[src/rtl/truth_table_sweeper.sv]
// ---------------------------------------------------------------------------
// truth_table_sweeper
//
// Purpose
//   Exhaustive stimulus/checker for small combinational lab circuits. After a
//   start pulse it walks every input vector 0 .. 2^N_IN-1 onto the circuit
//   under test, waits SETTLE cycles for the circuit to settle, samples its
//   output f_in, and compares it against the EXPECT truth table. At the end of
//   the sweep it reports the mismatch count, the first failing vector index
//   and an overall pass flag.
//
// Parameters
//   N_IN    number of circuit inputs; vec[N_IN-1] drives a, vec[0] drives d
//   EXPECT  expected truth table, bit i = expected f for vec == i
//   SETTLE  wait cycles after driving a vector before sampling f (>= 1)
//
// Ports
//   clk        in   1        system clock, rising edge
//   rst_n      in   1        asynchronous active-low reset
//   start      in   1        one-cycle pulse, begins a sweep when idle
//   f_in       in   1        output of the circuit under test
//   vec        out  N_IN     vector applied to the circuit inputs {a,b,c,d}
//   busy       out  1        high while a sweep is in progress
//   done       out  1        one-cycle pulse when a sweep ends
//   pass       out  1        valid from done until next start, 1 = no mismatch
//   err_count  out  N_IN+1   mismatches found in the last sweep
//   first_fail out  N_IN     index of the first mismatching vector, 0 if none
//
// Build option
//   SWEEP_STOP_ON_FAIL_EN  when defined, the sweep ends at the first mismatch:
//                          err_count = 1, first_fail = failing index, and vec
//                          keeps the failing vector after done so it can be
//                          probed on the board. When undefined, the whole
//                          table is always swept.
//
// Timing (default build): start to done = 2^N_IN*(SETTLE+2)+1 cycles, i.e.
// each vector costs SETTLE drive cycles + 1 sample cycle + 1 advance cycle.
// All outputs are registered.
// ---------------------------------------------------------------------------
module truth_table_sweeper #(
  parameter int                     N_IN   = 4,
  parameter logic [(1<<N_IN)-1:0]   EXPECT = 16'h0054,
  parameter int                     SETTLE = 2
) (
  input  logic              clk,
  input  logic              rst_n,
  input  logic              start,
  input  logic              f_in,
  output logic [N_IN-1:0]   vec,
  output logic              busy,
  output logic              done,
  output logic              pass,
  output logic [N_IN:0]     err_count,
  output logic [N_IN-1:0]   first_fail
);

  // Settle counter only needs to reach SETTLE-1; keep it at least one bit.
  localparam int              CW       = (SETTLE > 1) ? $clog2(SETTLE) : 1;
  localparam logic [CW-1:0]   CNT_LAST = CW'(SETTLE - 1);
  localparam logic [CW-1:0]   CNT_ONE  = CW'(1'b1);
  localparam logic [N_IN-1:0] VEC_LAST = {N_IN{1'b1}};
  localparam logic [N_IN-1:0] VEC_ONE  = N_IN'(1'b1);
  localparam logic [N_IN:0]   ERR_ONE  = (N_IN + 1)'(1'b1);

  typedef enum logic [2:0] {
    S_IDLE   = 3'd0,
    S_DRIVE  = 3'd1,
    S_SAMPLE = 3'd2,
    S_NEXT   = 3'd3,
    S_FIN    = 3'd4
  } state_t;

  state_t            state_r;
  state_t            state_s;
  logic [CW-1:0]     cnt_r;
  logic [CW-1:0]     cnt_s;
  logic [N_IN-1:0]   vec_r;
  logic [N_IN-1:0]   vec_s;
  logic              busy_r;
  logic              busy_s;
  logic              done_r;
  logic              done_s;
  logic              pass_r;
  logic              pass_s;
  logic [N_IN:0]     err_count_r;
  logic [N_IN:0]     err_count_s;
  logic [N_IN-1:0]   first_fail_r;
  logic [N_IN-1:0]   first_fail_s;
  logic              mismatch_s;
  logic              sweep_end_s;

  // Expected circuit output for a given table index.
  function automatic logic expect_bit(input logic [N_IN-1:0] idx);
    return EXPECT[idx];
  endfunction

  // Compare the sampled circuit output against the truth table.
  always_comb begin
    mismatch_s = f_in ^ expect_bit(vec_r);
  end

  // Decide in NEXT whether the sweep is over. The last vector always ends it;
  // vec is never advanced past the last index, so it cannot wrap.
  always_comb begin
    sweep_end_s = 1'b0;
    if (state_r == S_NEXT) begin
      if (vec_r == VEC_LAST) begin
        sweep_end_s = 1'b1;
      end else begin
`ifdef SWEEP_STOP_ON_FAIL_EN
        // A mismatch recorded in the preceding SAMPLE ends the sweep with vec
        // still pointing at the failing vector.
        sweep_end_s = (err_count_r != {(N_IN + 1){1'b0}});
`else
        sweep_end_s = 1'b0;
`endif
      end
    end else begin
      sweep_end_s = 1'b0;
    end
  end

  // State register.
  always_ff @(posedge clk or negedge rst_n) begin
    if (!rst_n) begin
      state_r <= S_IDLE;
    end else begin
      state_r <= state_s;
    end
  end

  // Next-state logic. start is only looked at in IDLE, so pulses during a
  // sweep or in the FIN cycle are ignored.
  always_comb begin
    state_s = state_r;
    case (state_r)
      S_IDLE: begin
        if (start) begin
          state_s = S_DRIVE;
        end else begin
          state_s = S_IDLE;
        end
      end
      S_DRIVE: begin
        if (cnt_r == CNT_LAST) begin
          state_s = S_SAMPLE;
        end else begin
          state_s = S_DRIVE;
        end
      end
      S_SAMPLE: begin
        state_s = S_NEXT;
      end
      S_NEXT: begin
        if (sweep_end_s) begin
          state_s = S_FIN;
        end else begin
          state_s = S_DRIVE;
        end
      end
      S_FIN: begin
        state_s = S_IDLE;
      end
      default: begin
        state_s = S_IDLE;
      end
    endcase
  end

  // Output logic: next values of the registered outputs and settle counter.
  // done/busy/pass are set on the transition into FIN so they are visible
  // during the FIN cycle itself.
  always_comb begin
    cnt_s        = cnt_r;
    vec_s        = vec_r;
    busy_s       = busy_r;
    done_s       = 1'b0;
    pass_s       = pass_r;
    err_count_s  = err_count_r;
    first_fail_s = first_fail_r;
    case (state_r)
      S_IDLE: begin
        if (start) begin
          cnt_s        = {CW{1'b0}};
          vec_s        = {N_IN{1'b0}};
          busy_s       = 1'b1;
          pass_s       = 1'b0;
          err_count_s  = {(N_IN + 1){1'b0}};
          first_fail_s = {N_IN{1'b0}};
        end else begin
          cnt_s        = cnt_r;
        end
      end
      S_DRIVE: begin
        if (cnt_r == CNT_LAST) begin
          cnt_s = {CW{1'b0}};
        end else begin
          cnt_s = cnt_r + CNT_ONE;
        end
      end
      S_SAMPLE: begin
        if (mismatch_s) begin
          err_count_s = err_count_r + ERR_ONE;
          if (err_count_r == {(N_IN + 1){1'b0}}) begin
            first_fail_s = vec_r;
          end else begin
            first_fail_s = first_fail_r;
          end
        end else begin
          err_count_s = err_count_r;
        end
      end
      S_NEXT: begin
        if (sweep_end_s) begin
          busy_s = 1'b0;
          done_s = 1'b1;
          pass_s = (err_count_r == {(N_IN + 1){1'b0}});
        end else begin
          vec_s  = vec_r + VEC_ONE;
        end
      end
      S_FIN: begin
        done_s = 1'b0;
      end
      default: begin
        busy_s = 1'b0;
      end
    endcase
  end

  // Registered outputs and settle counter; reset discards any partial result.
  always_ff @(posedge clk or negedge rst_n) begin
    if (!rst_n) begin
      cnt_r        <= {CW{1'b0}};
      vec_r        <= {N_IN{1'b0}};
      busy_r       <= 1'b0;
      done_r       <= 1'b0;
      pass_r       <= 1'b0;
      err_count_r  <= {(N_IN + 1){1'b0}};
      first_fail_r <= {N_IN{1'b0}};
    end else begin
      cnt_r        <= cnt_s;
      vec_r        <= vec_s;
      busy_r       <= busy_s;
      done_r       <= done_s;
      pass_r       <= pass_s;
      err_count_r  <= err_count_s;
      first_fail_r <= first_fail_s;
    end
  end

  assign vec        = vec_r;
  assign busy       = busy_r;
  assign done       = done_r;
  assign pass       = pass_r;
  assign err_count  = err_count_r;
  assign first_fail = first_fail_r;

endmodule

[config.mk]
export PLATFORM = sky130hd
export DESIGN_NAME = truth_table_sweeper
export DESIGN_NICKNAME = d
export VERILOG_FILES = /design/src/rtl/truth_table_sweeper.sv
export SDC_FILE = /design/constraint.sdc
export NUM_CORES = 1
export LEC_CHECK = 0
export ABC_AREA = 0
export CAP_MARGIN = 5
export CORE_ASPECT_RATIO = 1.5
export CORE_MARGIN = 2
export CORE_UTILIZATION = 54
export CTS_CLUSTER_DIAMETER = 80
export CTS_CLUSTER_SIZE = 25
export DETAILED_ROUTE_END_ITERATION = 10
export HOLD_SLACK_MARGIN = 0.1
export PLACE_DENSITY = 0.81
export SYNTH_ARGS = -nofsm -noshare
export SYNTH_HDL_FRONTEND = slang
export SYNTH_SLANG_ARGS = --single-unit
[constraint.sdc]
create_clock -name clk -period 4.7 [get_ports clk]
set_input_delay 0.94 -clock clk [delete_from_list [all_inputs] [get_ports clk]]
set_output_delay 0.94 -clock clk [all_outputs]
set_load 0.02 [all_outputs]
==> out/summary.log, run 1 <==
INFO  clock_tree     clock_path_buffers=2
INFO  power_and_ir_drop power.net_switching=0.286mW
INFO  critical_path  crit_path_max_fanout=9
INFO  placed_design  dp.final_hpwl=1.52mm
INFO  routing        drc_errors=0
INFO  yosys          seq_area_frac_synth=0.443
INFO  power_and_ir_drop report.power.total=0.691mW
INFO  sta            timing.fmax=419MHz
INFO  clock_tree     clock_sinks=19
INFO  power_and_ir_drop leakage_dissipation=0.587nW
INFO  critical_path  worst_r2r_path_depth=6
INFO  routing        wl_per_cell=13.7um
INFO  sta            layout_worst_path_cycle_share=0.508
INFO  yosys          synth_warnings=0
INFO  hold_path      hold_depth=1
INFO  yosys          mappedNetlistArea=1070um2
INFO  yosys          post_synth_num_cell_types=28
INFO  sta            min_period=2390ps
INFO  floorplan      core.rowCount=19
INFO  clock_tree     clkTransAtPathRegs=110ps
INFO  critical_path  worst_setup_path_end_kind=primary output
INFO  routing        aggregate_routed_wire_length=2.08mm
INFO  critical_path  worst_path_max_delay_cell=sky130_fd_sc_hd__clkdlybuf4s50_1
INFO  flow_run       drv_cap=0
INFO  critical_path  cp_num_buf_inv=1
INFO  outcome        run_status=complete, no violations
INFO  final_layout   final_net_count=140
INFO  power_and_ir_drop p_int=0.404mW
INFO  sta            timing_max_transition_violations_final=0
INFO  routing        dr_total_vias=839
INFO  yosys          syn_nets=119
INFO  placed_design  dp.cells=148
INFO  global_routing globalRoute.totalOverflow=0
INFO  yosys          postSynthAreaPerCell=9.66um2
INFO  routing        avgViaCountPerCell=5.52
INFO  global_routing grt_pass1_vias=844
INFO  yosys          netlist_instances=111
INFO  routing        number_of_design_rule_violations_left_by_the_first_detailed_router_iteration=21
INFO  final_layout   final_cell_count_no_fill=152
INFO  sta            totalNegativeSetupSlack=0ps
INFO  global_routing grt_antenna_before_repair=0
INFO  global_routing grt_util_all_layers=0.221
INFO  floorplan      fp.dieArea=2370um2
INFO  final_layout   finish.utilization=0.702
INFO  yosys          ys_ff_latch=19
INFO  power_and_ir_drop pwr-share-seq=0.401
INFO  critical_path  critical_path_depth=1
INFO  final_layout   n_antenna_cell=0
INFO  sta            worstMarginPinSlew=879ps
INFO  hold_path      hold_path.class=flop to flop
INFO  final_layout   post_route_cells_drive_above_1_share=0.0611
INFO  critical_path  timing.critical_path.arrival=1450ps
INFO  floorplan      start_util=0.578
INFO  power_and_ir_drop peakVddDrop=0.288mV
INFO  sta            timing.clock.skew=6.93ps
INFO  power_and_ir_drop share_comb_of_total_power=0.482
INFO  floorplan      design.core.area=1850um2
INFO  critical_path  critical_path.max_stage_delay=660ps
INFO  sta            whs=511ps
INFO  power_and_ir_drop clockPowerShare=0.117
INFO  critical_path  critPathRequiredTime=3760ps
INFO  sta            relSlewSlack=0.412
INFO  clock_tree     htree_num_levels=1
INFO  placed_design  place_congestion=0.732
INFO  final_layout   design_area=1300um2
INFO  sta            report.final.hold_viol_count=0
INFO  placed_design  portBuffers=19
INFO  floorplan      die_height=58.6um
INFO  clock_tree     number_of_buffers_added_for_setup_after_cts=0
INFO  critical_path  critical_path.cell_chain=clkdlybuf4s50_1
INFO  sta            worst_slack=2310ps
INFO  placed_design  dpl_worst_slack=2360ps
INFO  routing        drt-pass1-iter-count=4
INFO  clock_tree     root_buffer=sky130_fd_sc_hd__clkbuf_4
INFO  global_routing grt_first_pass_wirelength=3.71mm
INFO  clock_tree     clock_tree_from_tritoncts=yes
INFO  placed_design  dpl_cell_area=1270um2
INFO  power_and_ir_drop switching_fraction=0.415
INFO  clock_tree     cts_resized=0
INFO  critical_path  crit_path_start_kind=flop
INFO  clock_tree     cts.hold.buffers_added=0
INFO  floorplan      die_width=40.4um
INFO  critical_path  critical_setup_path_class=flop to primary output
INFO  power_and_ir_drop power_density=531nW/um2
INFO  sta            timing.final.setup_violations=0
INFO  routing        ant_nets=0
INFO  floorplan      pin_count=20
INFO  clock_tree     insertion_delay=290ps
INFO  final_layout   syn_to_final_growth=21.4%
INFO  global_routing grt_max_degree=20
INFO  sta            rsz0062_at_grt=false
INFO  clock_tree     cts_made_buffers=3
INFO  critical_path  critPathTopFamily=buffers and inverters
==> power groups by stage <==
stage / registers [mW] / logic, mW / clock network, mW
after CTS: 0.278 / 0.335 / 0.0840
after detailed placement: 0.281 / 0.333 / 0
after global placement: 0.278 / 0.325 / 0
final: 0.277 / 0.333 / 0.0810
after floorplan: 0.307 / 0.187 / 0
after global routing: 0.289 / 0.368 / 0.0883
==> metal layers <==
metal	GRT usage	wire length (um)
met5	0	0
met4	0.0714	16
met3	0.0226	74
met2	0.365	1060
met1	0.292	925
==> synthesized netlist by cell type <==
| library cell | n | area share |
|---|---|---|
| sky130_fd_sc_hd__o41ai_1 | 1 | 0.0082 |
| sky130_fd_sc_hd__a21o_1 | 1 | 0.0070 |
| sky130_fd_sc_hd__nor3_1 | 3 | 0.014 |
| sky130_fd_sc_hd__nand3b_1 | 2 | 0.014 |
| sky130_fd_sc_hd__dfrtp_1 | 19 | 0.44 |
| sky130_fd_sc_hd__nand3_1 | 8 | 0.037 |
| sky130_fd_sc_hd__inv_1 | 10 | 0.035 |
| sky130_fd_sc_hd__nand4_1 | 1 | 0.0058 |
| sky130_fd_sc_hd__and3_1 | 1 | 0.0058 |
| sky130_fd_sc_hd__nor3b_1 | 2 | 0.014 |
| sky130_fd_sc_hd__a21oi_1 | 3 | 0.014 |
| sky130_fd_sc_hd__mux2i_1 | 14 | 0.13 |
| sky130_fd_sc_hd__nand2b_1 | 3 | 0.018 |
| sky130_fd_sc_hd__or3b_1 | 1 | 0.0082 |
| sky130_fd_sc_hd__o21ai_0 | 4 | 0.019 |
| sky130_fd_sc_hd__nor2_1 | 7 | 0.025 |
| sky130_fd_sc_hd__mux2i_2 | 1 | 0.013 |
| sky130_fd_sc_hd__or4b_4 | 1 | 0.013 |
| sky130_fd_sc_hd__nand4b_1 | 1 | 0.0082 |
| sky130_fd_sc_hd__xnor2_1 | 2 | 0.016 |
| sky130_fd_sc_hd__nand2_1 | 13 | 0.046 |
| sky130_fd_sc_hd__buf_2 | 2 | 0.0093 |
| sky130_fd_sc_hd__nor3_2 | 2 | 0.019 |
| sky130_fd_sc_hd__clkbuf_1 | 1 | 0.0035 |
| sky130_fd_sc_hd__and2_1 | 2 | 0.012 |
| sky130_fd_sc_hd__ha_1 | 4 | 0.047 |
| sky130_fd_sc_hd__a21oi_2 | 1 | 0.0082 |
| sky130_fd_sc_hd__xor2_1 | 1 | 0.0082 |
==> worst register-to-register path: stages, from the launching register on <==
cell                       delay, ps
sky130_fd_sc_hd__dfrtp_1         460
sky130_fd_sc_hd__inv_1           100
sky130_fd_sc_hd__ha_1            150
sky130_fd_sc_hd__nand2b_1         70
sky130_fd_sc_hd__a21oi_2         320
sky130_fd_sc_hd__mux2i_1         440
sky130_fd_sc_hd__mux2i_1         240
==> kinds of logic (layout without fill, tap and decap cells) <==
group,count (synthesis),in the layout,synth area share
AO/OA/AOI/OAI,10,10,0.0560
flip-flops,19,19,0.443
XOR/XNOR,3,3,0.0245
buffers and inverters,13,33,0.0478
AND/OR/NAND/NOR,47,47,0.238
adder cells (fa/ha/maj),4,4,0.0467
multiplexers,15,15,0.144
==> placed cells by master (no fill, tap or decap) <==
cell type	count
sky130_fd_sc_hd__a21o_1	1
sky130_fd_sc_hd__a21oi_1	3
sky130_fd_sc_hd__a21oi_2	1
sky130_fd_sc_hd__and2_1	2
sky130_fd_sc_hd__and3_1	1
sky130_fd_sc_hd__clkbuf_1	1
sky130_fd_sc_hd__clkbuf_4	3
sky130_fd_sc_hd__clkdlybuf4s50_1	19
sky130_fd_sc_hd__dfrtp_1	19
sky130_fd_sc_hd__ha_1	4
sky130_fd_sc_hd__inv_1	10
sky130_fd_sc_hd__mux2i_1	14
sky130_fd_sc_hd__mux2i_2	1
sky130_fd_sc_hd__nand2_1	13
sky130_fd_sc_hd__nand2b_1	3
sky130_fd_sc_hd__nand3_1	8
sky130_fd_sc_hd__nand3b_1	2
sky130_fd_sc_hd__nand4_1	1
sky130_fd_sc_hd__nand4b_1	1
sky130_fd_sc_hd__nor2_1	7
sky130_fd_sc_hd__nor3_1	3
sky130_fd_sc_hd__nor3_2	2
sky130_fd_sc_hd__nor3b_1	2
sky130_fd_sc_hd__o21ai_0	4
sky130_fd_sc_hd__o41ai_1	1
sky130_fd_sc_hd__or3b_1	1
sky130_fd_sc_hd__or4b_4	1
sky130_fd_sc_hd__xnor2_1	2
sky130_fd_sc_hd__xor2_1	1
==> registers in the layout (all words and copies together) (netlist names) <==
signal	cells
busy	1
cnt_r	1
done	1
err_count	5
first_fail	4
pass	1
state_r	2
vec	4
==> layout make-up <==
type | instances | area [um2]
inverters | 10 | 37.5
fillers | 149 | 553
multi-input cells | 79 | 546
flip-flops and latches | 19 | 475
repair buffers | 19 | 190
clock buffers | 4 | 26.3
well taps | 21 | 26.3
==> worst paths after layout <==
| path | start | endpoint | slack [ps] |
|---|---|---|---|
| setup / recovery | done | done | 2310 |
| hold / removal | cnt_r | cnt_r | 510 |
| setup reg to reg | vec[0] | err_count[3] | 2860 |
| hold reg to reg | cnt_r | cnt_r | 510 |
| max in group asynchronous | rst_n | state_r[0] | 3020 |
| min in group asynchronous | rst_n | first_fail[3] | 1140 |
(Power assumes the default switching activity.)
==> run 2, diff against run 1 <==
--- a/config.mk
+++ b/config.mk
@@ -9,12 +9,12 @@
 export CAP_MARGIN = 5
 export CORE_ASPECT_RATIO = 1.5
 export CORE_MARGIN = 2
-export CORE_UTILIZATION = 54
+export CORE_UTILIZATION = 45
 export CTS_CLUSTER_DIAMETER = 80
 export CTS_CLUSTER_SIZE = 25
 export DETAILED_ROUTE_END_ITERATION = 10
 export HOLD_SLACK_MARGIN = 0.1
-export PLACE_DENSITY = 0.81
+export PLACE_DENSITY = 0.72
 export SYNTH_ARGS = -nofsm -noshare
 export SYNTH_HDL_FRONTEND = slang
 export SYNTH_SLANG_ARGS = --single-unit
==> constraint.sdc (replaced) <==
create_clock -name clk -period 2.01 [get_ports clk]
set_input_delay 0.402 -clock clk [delete_from_list [all_inputs] [get_ports clk]]
set_output_delay 0.402 -clock clk [all_outputs]
set_load 0.02 [all_outputs]
==> run 2 against run 1 <==
Clock skew decreased by 5.4 ps. Routed wire length increased by 6.7%. Total power increased by 140%. Clock power increased by 130%. Register-to-register slack got worse by 2700 ps. Worst setup slack got worse by 2200 ps. Sequential power increased by 130%. Clock-buffer cell count unchanged. Largest cell class unchanged.
==> out/summary.log, run 2 (synthesis results as in run 1) <==
INFO  global_routing grt_max_degree=20 [unchanged]
INFO  floorplan      die_height=63.8um [+8.9%]
INFO  critical_path  cp_num_buf_inv=1 [unchanged]
INFO  sta            relSlewSlack=0.742 [+0.330]
INFO  clock_tree     insertion_delay=290ps [about the same]
INFO  floorplan      core.rowCount=21 [+2]
INFO  floorplan      fp.dieArea=2800um2 [+18%]
INFO  critical_path  critical_path.max_stage_delay=450ps [-210 ps]
INFO  routing        drt-pass1-iter-count=4 [unchanged]
INFO  power_and_ir_drop switching_fraction=0.414 [-0.000893]
INFO  sta            totalNegativeSetupSlack=0ps [unchanged]
INFO  final_layout   final_cell_count_no_fill=157 [+3.3%]
INFO  final_layout   syn_to_final_growth=24.0%
INFO  power_and_ir_drop report.power.total=1.65mW [+140%]
INFO  final_layout   filler_cell_count=197 [+32%]
INFO  floorplan      design.core.area=2230um2 [+20%]
INFO  critical_path  crit_path_start_kind=flop
INFO  power_and_ir_drop clockPowerShare=0.115 [-0.002]
INFO  sta            layout_worst_path_cycle_share=0.931
INFO  final_layout   final_net_count=143 [+2.1%]
INFO  power_and_ir_drop pwr-share-seq=0.382 [-0.019]
INFO  sta            timing.fmax=534MHz
INFO  flow_run       drv_cap=0 [unchanged]
INFO  sta            whs=432ps [-78.2 ps]
INFO  final_layout   post_route_cells_drive_above_1_share=0.0896 [+0.0285]
INFO  outcome        run_status=complete, no violations
INFO  final_layout   finish.utilization=0.596 [-0.106]
INFO  hold_path      hold_path.class=input pin to async pin
INFO  routing        drc_errors=0 [unchanged]
INFO  power_and_ir_drop share_comb_of_total_power=0.503 [+0.021]
INFO  critical_path  crit_path_max_fanout=7 [-2]
INFO  sta            min_period=1870ps
INFO  critical_path  critPathTopFamily=multiplexers
INFO  routing        routed-wl-met2=1.12mm [+5.3%]
INFO  power_and_ir_drop peakVddDrop=0.792mV [+170%]
INFO  clock_tree     clock_path_buffers=2 [unchanged]
INFO  floorplan      pin_count=20 [unchanged]
INFO  clock_tree     cts.hold.buffers_added=0 [unchanged]
INFO  critical_path  worst_path_max_delay_cell=sky130_fd_sc_hd__dfrtp_1
INFO  power_and_ir_drop p_int=0.970mW [+140%]
INFO  clock_tree     root_buffer=sky130_fd_sc_hd__clkbuf_4
INFO  global_routing grt_first_pass_wirelength=3.84mm [+3.5%]
INFO  clock_tree     cts_made_buffers=3 [unchanged]
INFO  final_layout   most-common-layout-cells=19 x sky130_fd_sc_hd__dfrtp_1, 19 x sky130_fd_sc_hd__clkdlybuf4s50_1, 13 x sky130_fd_sc_hd__mux2i_1, 13 x sky130_fd_sc_hd__nand2_1, 10 x sky130_fd_sc_hd__inv_1
INFO  placed_design  place_congestion=0.860 [+17%]
INFO  final_layout   largest_register_ff_count=5 [unchanged]
INFO  power_and_ir_drop power_density=1240nW/um2 [+130%]
INFO  sta            worstMarginPinSlew=379ps [-499 ps]
INFO  floorplan      die_width=43.9um [+8.6%]
INFO  routing        wl_per_cell=14.1um [+3.3%]
INFO  final_layout   n_antenna_cell=0 [unchanged]
INFO  routing        number_of_design_rule_violations_left_by_the_first_detailed_router_iteration=18 [-14%]
INFO  placed_design  portBuffers=19 [unchanged]
INFO  power_and_ir_drop power.net_switching=0.684mW [+140%]
INFO  routing        met3RoutedLength=57um [-23%]
INFO  critical_path  critical_setup_path_class=flop to flop
INFO  routing        highest_layer=met4
INFO  routing        aggregate_routed_wire_length=2.21mm [+6.7%]
INFO  routing        avgViaCountPerCell=5.48 [-0.76%]
INFO  clock_tree     htree_num_levels=1 [unchanged]
INFO  critical_path  critPathRequiredTime=2230ps [-1530 ps]
INFO  sta            timing.final.setup_violations=0 [unchanged]
INFO  power_and_ir_drop leakage_dissipation=0.600nW [+2.3%]
INFO  critical_path  timing.critical_path.arrival=2090ps [+640 ps]
INFO  global_routing globalRoute.totalOverflow=0 [unchanged]
INFO  placed_design  dp.cells=153 [+3.4%]
INFO  sta            rsz0062_at_grt=false
INFO  routing        ant_nets=0 [unchanged]
INFO  placed_design  dp.final_hpwl=1.63mm [+7.3%]
INFO  critical_path  worst_setup_path_end_kind=flop
INFO  routing        dr_total_vias=860 [+2.5%]
INFO  clock_tree     clock_tree_from_tritoncts=yes
INFO  floorplan      start_util=0.480 [-0.0982]
INFO  sta            report.final.hold_viol_count=0 [unchanged]
INFO  sta            timing.clock.skew=1.49ps [-5.44 ps]
INFO  critical_path  critical_path.cell_chain=inv_1 > ha_1 > nand2b_1 > a21oi_2 > mux2i_2 > mux2i_1
INFO  routing        detail_route.wirelength.met1=1.01mm [+8.9%]
INFO  clock_tree     clkTransAtPathRegs=100ps [about the same]
INFO  sta            timing_max_transition_violations_final=0 [unchanged]
INFO  clock_tree     clock_sinks=19 [unchanged]
INFO  global_routing grt_antenna_before_repair=0 [unchanged]
INFO  global_routing grt_pass1_vias=875 [+3.7%]
INFO  global_routing grt_util_all_layers=0.178 [-0.0429]
-- run 2: cell count changes in the layout (fill, tap and decap cells not counted), sizes merged --
cell | before | now
buf | 0 | 3
-- run 2: layout make-up --
type                            instances  area, um2  area share
Multi-Input combinational cell         79        549       0.413
Sequential cell                        19        475       0.357
Timing Repair Buffer                   22        213       0.160
Inverter                               10       37.5      0.0282
Tap cell                               23       28.8      0.0216
Clock buffer                            4       26.3      0.0198
-- run 2: power groups by stage --
stage          registers (mW)  logic [mW]  clock network (mW)
5_1_grt                 0.655       0.913               0.209
6_report                0.632       0.832               0.189
2_1_floorplan           0.717       0.437                   0
3_5_place_dp            0.640       0.826                   0
3_3_place_gp            0.631       0.812                   0
4_1_cts                 0.632       0.831               0.193
-- run 2: worst reg2reg max path, stage by stage, from the launching register on --
cell	delay, ps
sky130_fd_sc_hd__dfrtp_1	450
sky130_fd_sc_hd__inv_1	100
sky130_fd_sc_hd__ha_1	160
sky130_fd_sc_hd__nand2b_1	70
sky130_fd_sc_hd__a21oi_2	330
sky130_fd_sc_hd__mux2i_2	440
sky130_fd_sc_hd__mux2i_1	250
-- run 2: metrics by stage --
| stage | setup slack [ps] | instance area [um2] |
|---|---|---|
| global route | 11.1 | 1330 |
| CTS | 148 | 1330 |
| floorplan | 284 | 1070 |
| finish | 139 | 1330 |
| detailed placement | 171 | 1300 |
| global placement | 278 | 1300 |
-- run 2: path summary, 6_finish.rpt --
path / slack [ps] / to / depth (start not counted) / startpoint
setup reg to reg: 140 / first_fail[1] / 6 / vec[0]
hold / removal: 430 / first_fail[2] / 2 / rst_n
max in group asynchronous: 1380 / cnt_r / 2 / rst_n
min in group clk: 510 / cnt_r / 1 / cnt_r
hold reg to reg: 510 / cnt_r / 1 / cnt_r
setup / recovery: 140 / first_fail[1] / 6 / vec[0]
-- run 2: metal layers --
layer / up-vias / GRT usage
met1: 414 / 0.242
met5: - / 0
met3: 4 / 0.0254
li1: 424 / -
met4: 0 / 0.0682
met2: 18 / 0.281
-- run 2: what timing repair did --
action                                  in CTS  in global routing
setup buffers                                0                  0
endpoints found under the setup margin       0                  1
gates resized for setup                      0                  1
==> run 3, diff against run 2 <==
--- a/config.mk
+++ b/config.mk
@@ -10,7 +10,6 @@
 export CORE_ASPECT_RATIO = 1.5
 export CORE_MARGIN = 2
 export CORE_UTILIZATION = 45
-export CTS_CLUSTER_DIAMETER = 80
 export CTS_CLUSTER_SIZE = 25
 export DETAILED_ROUTE_END_ITERATION = 10
 export HOLD_SLACK_MARGIN = 0.1
==> results of run 3 <==
Final layout, timing and power as in run 2 (identical DEF).
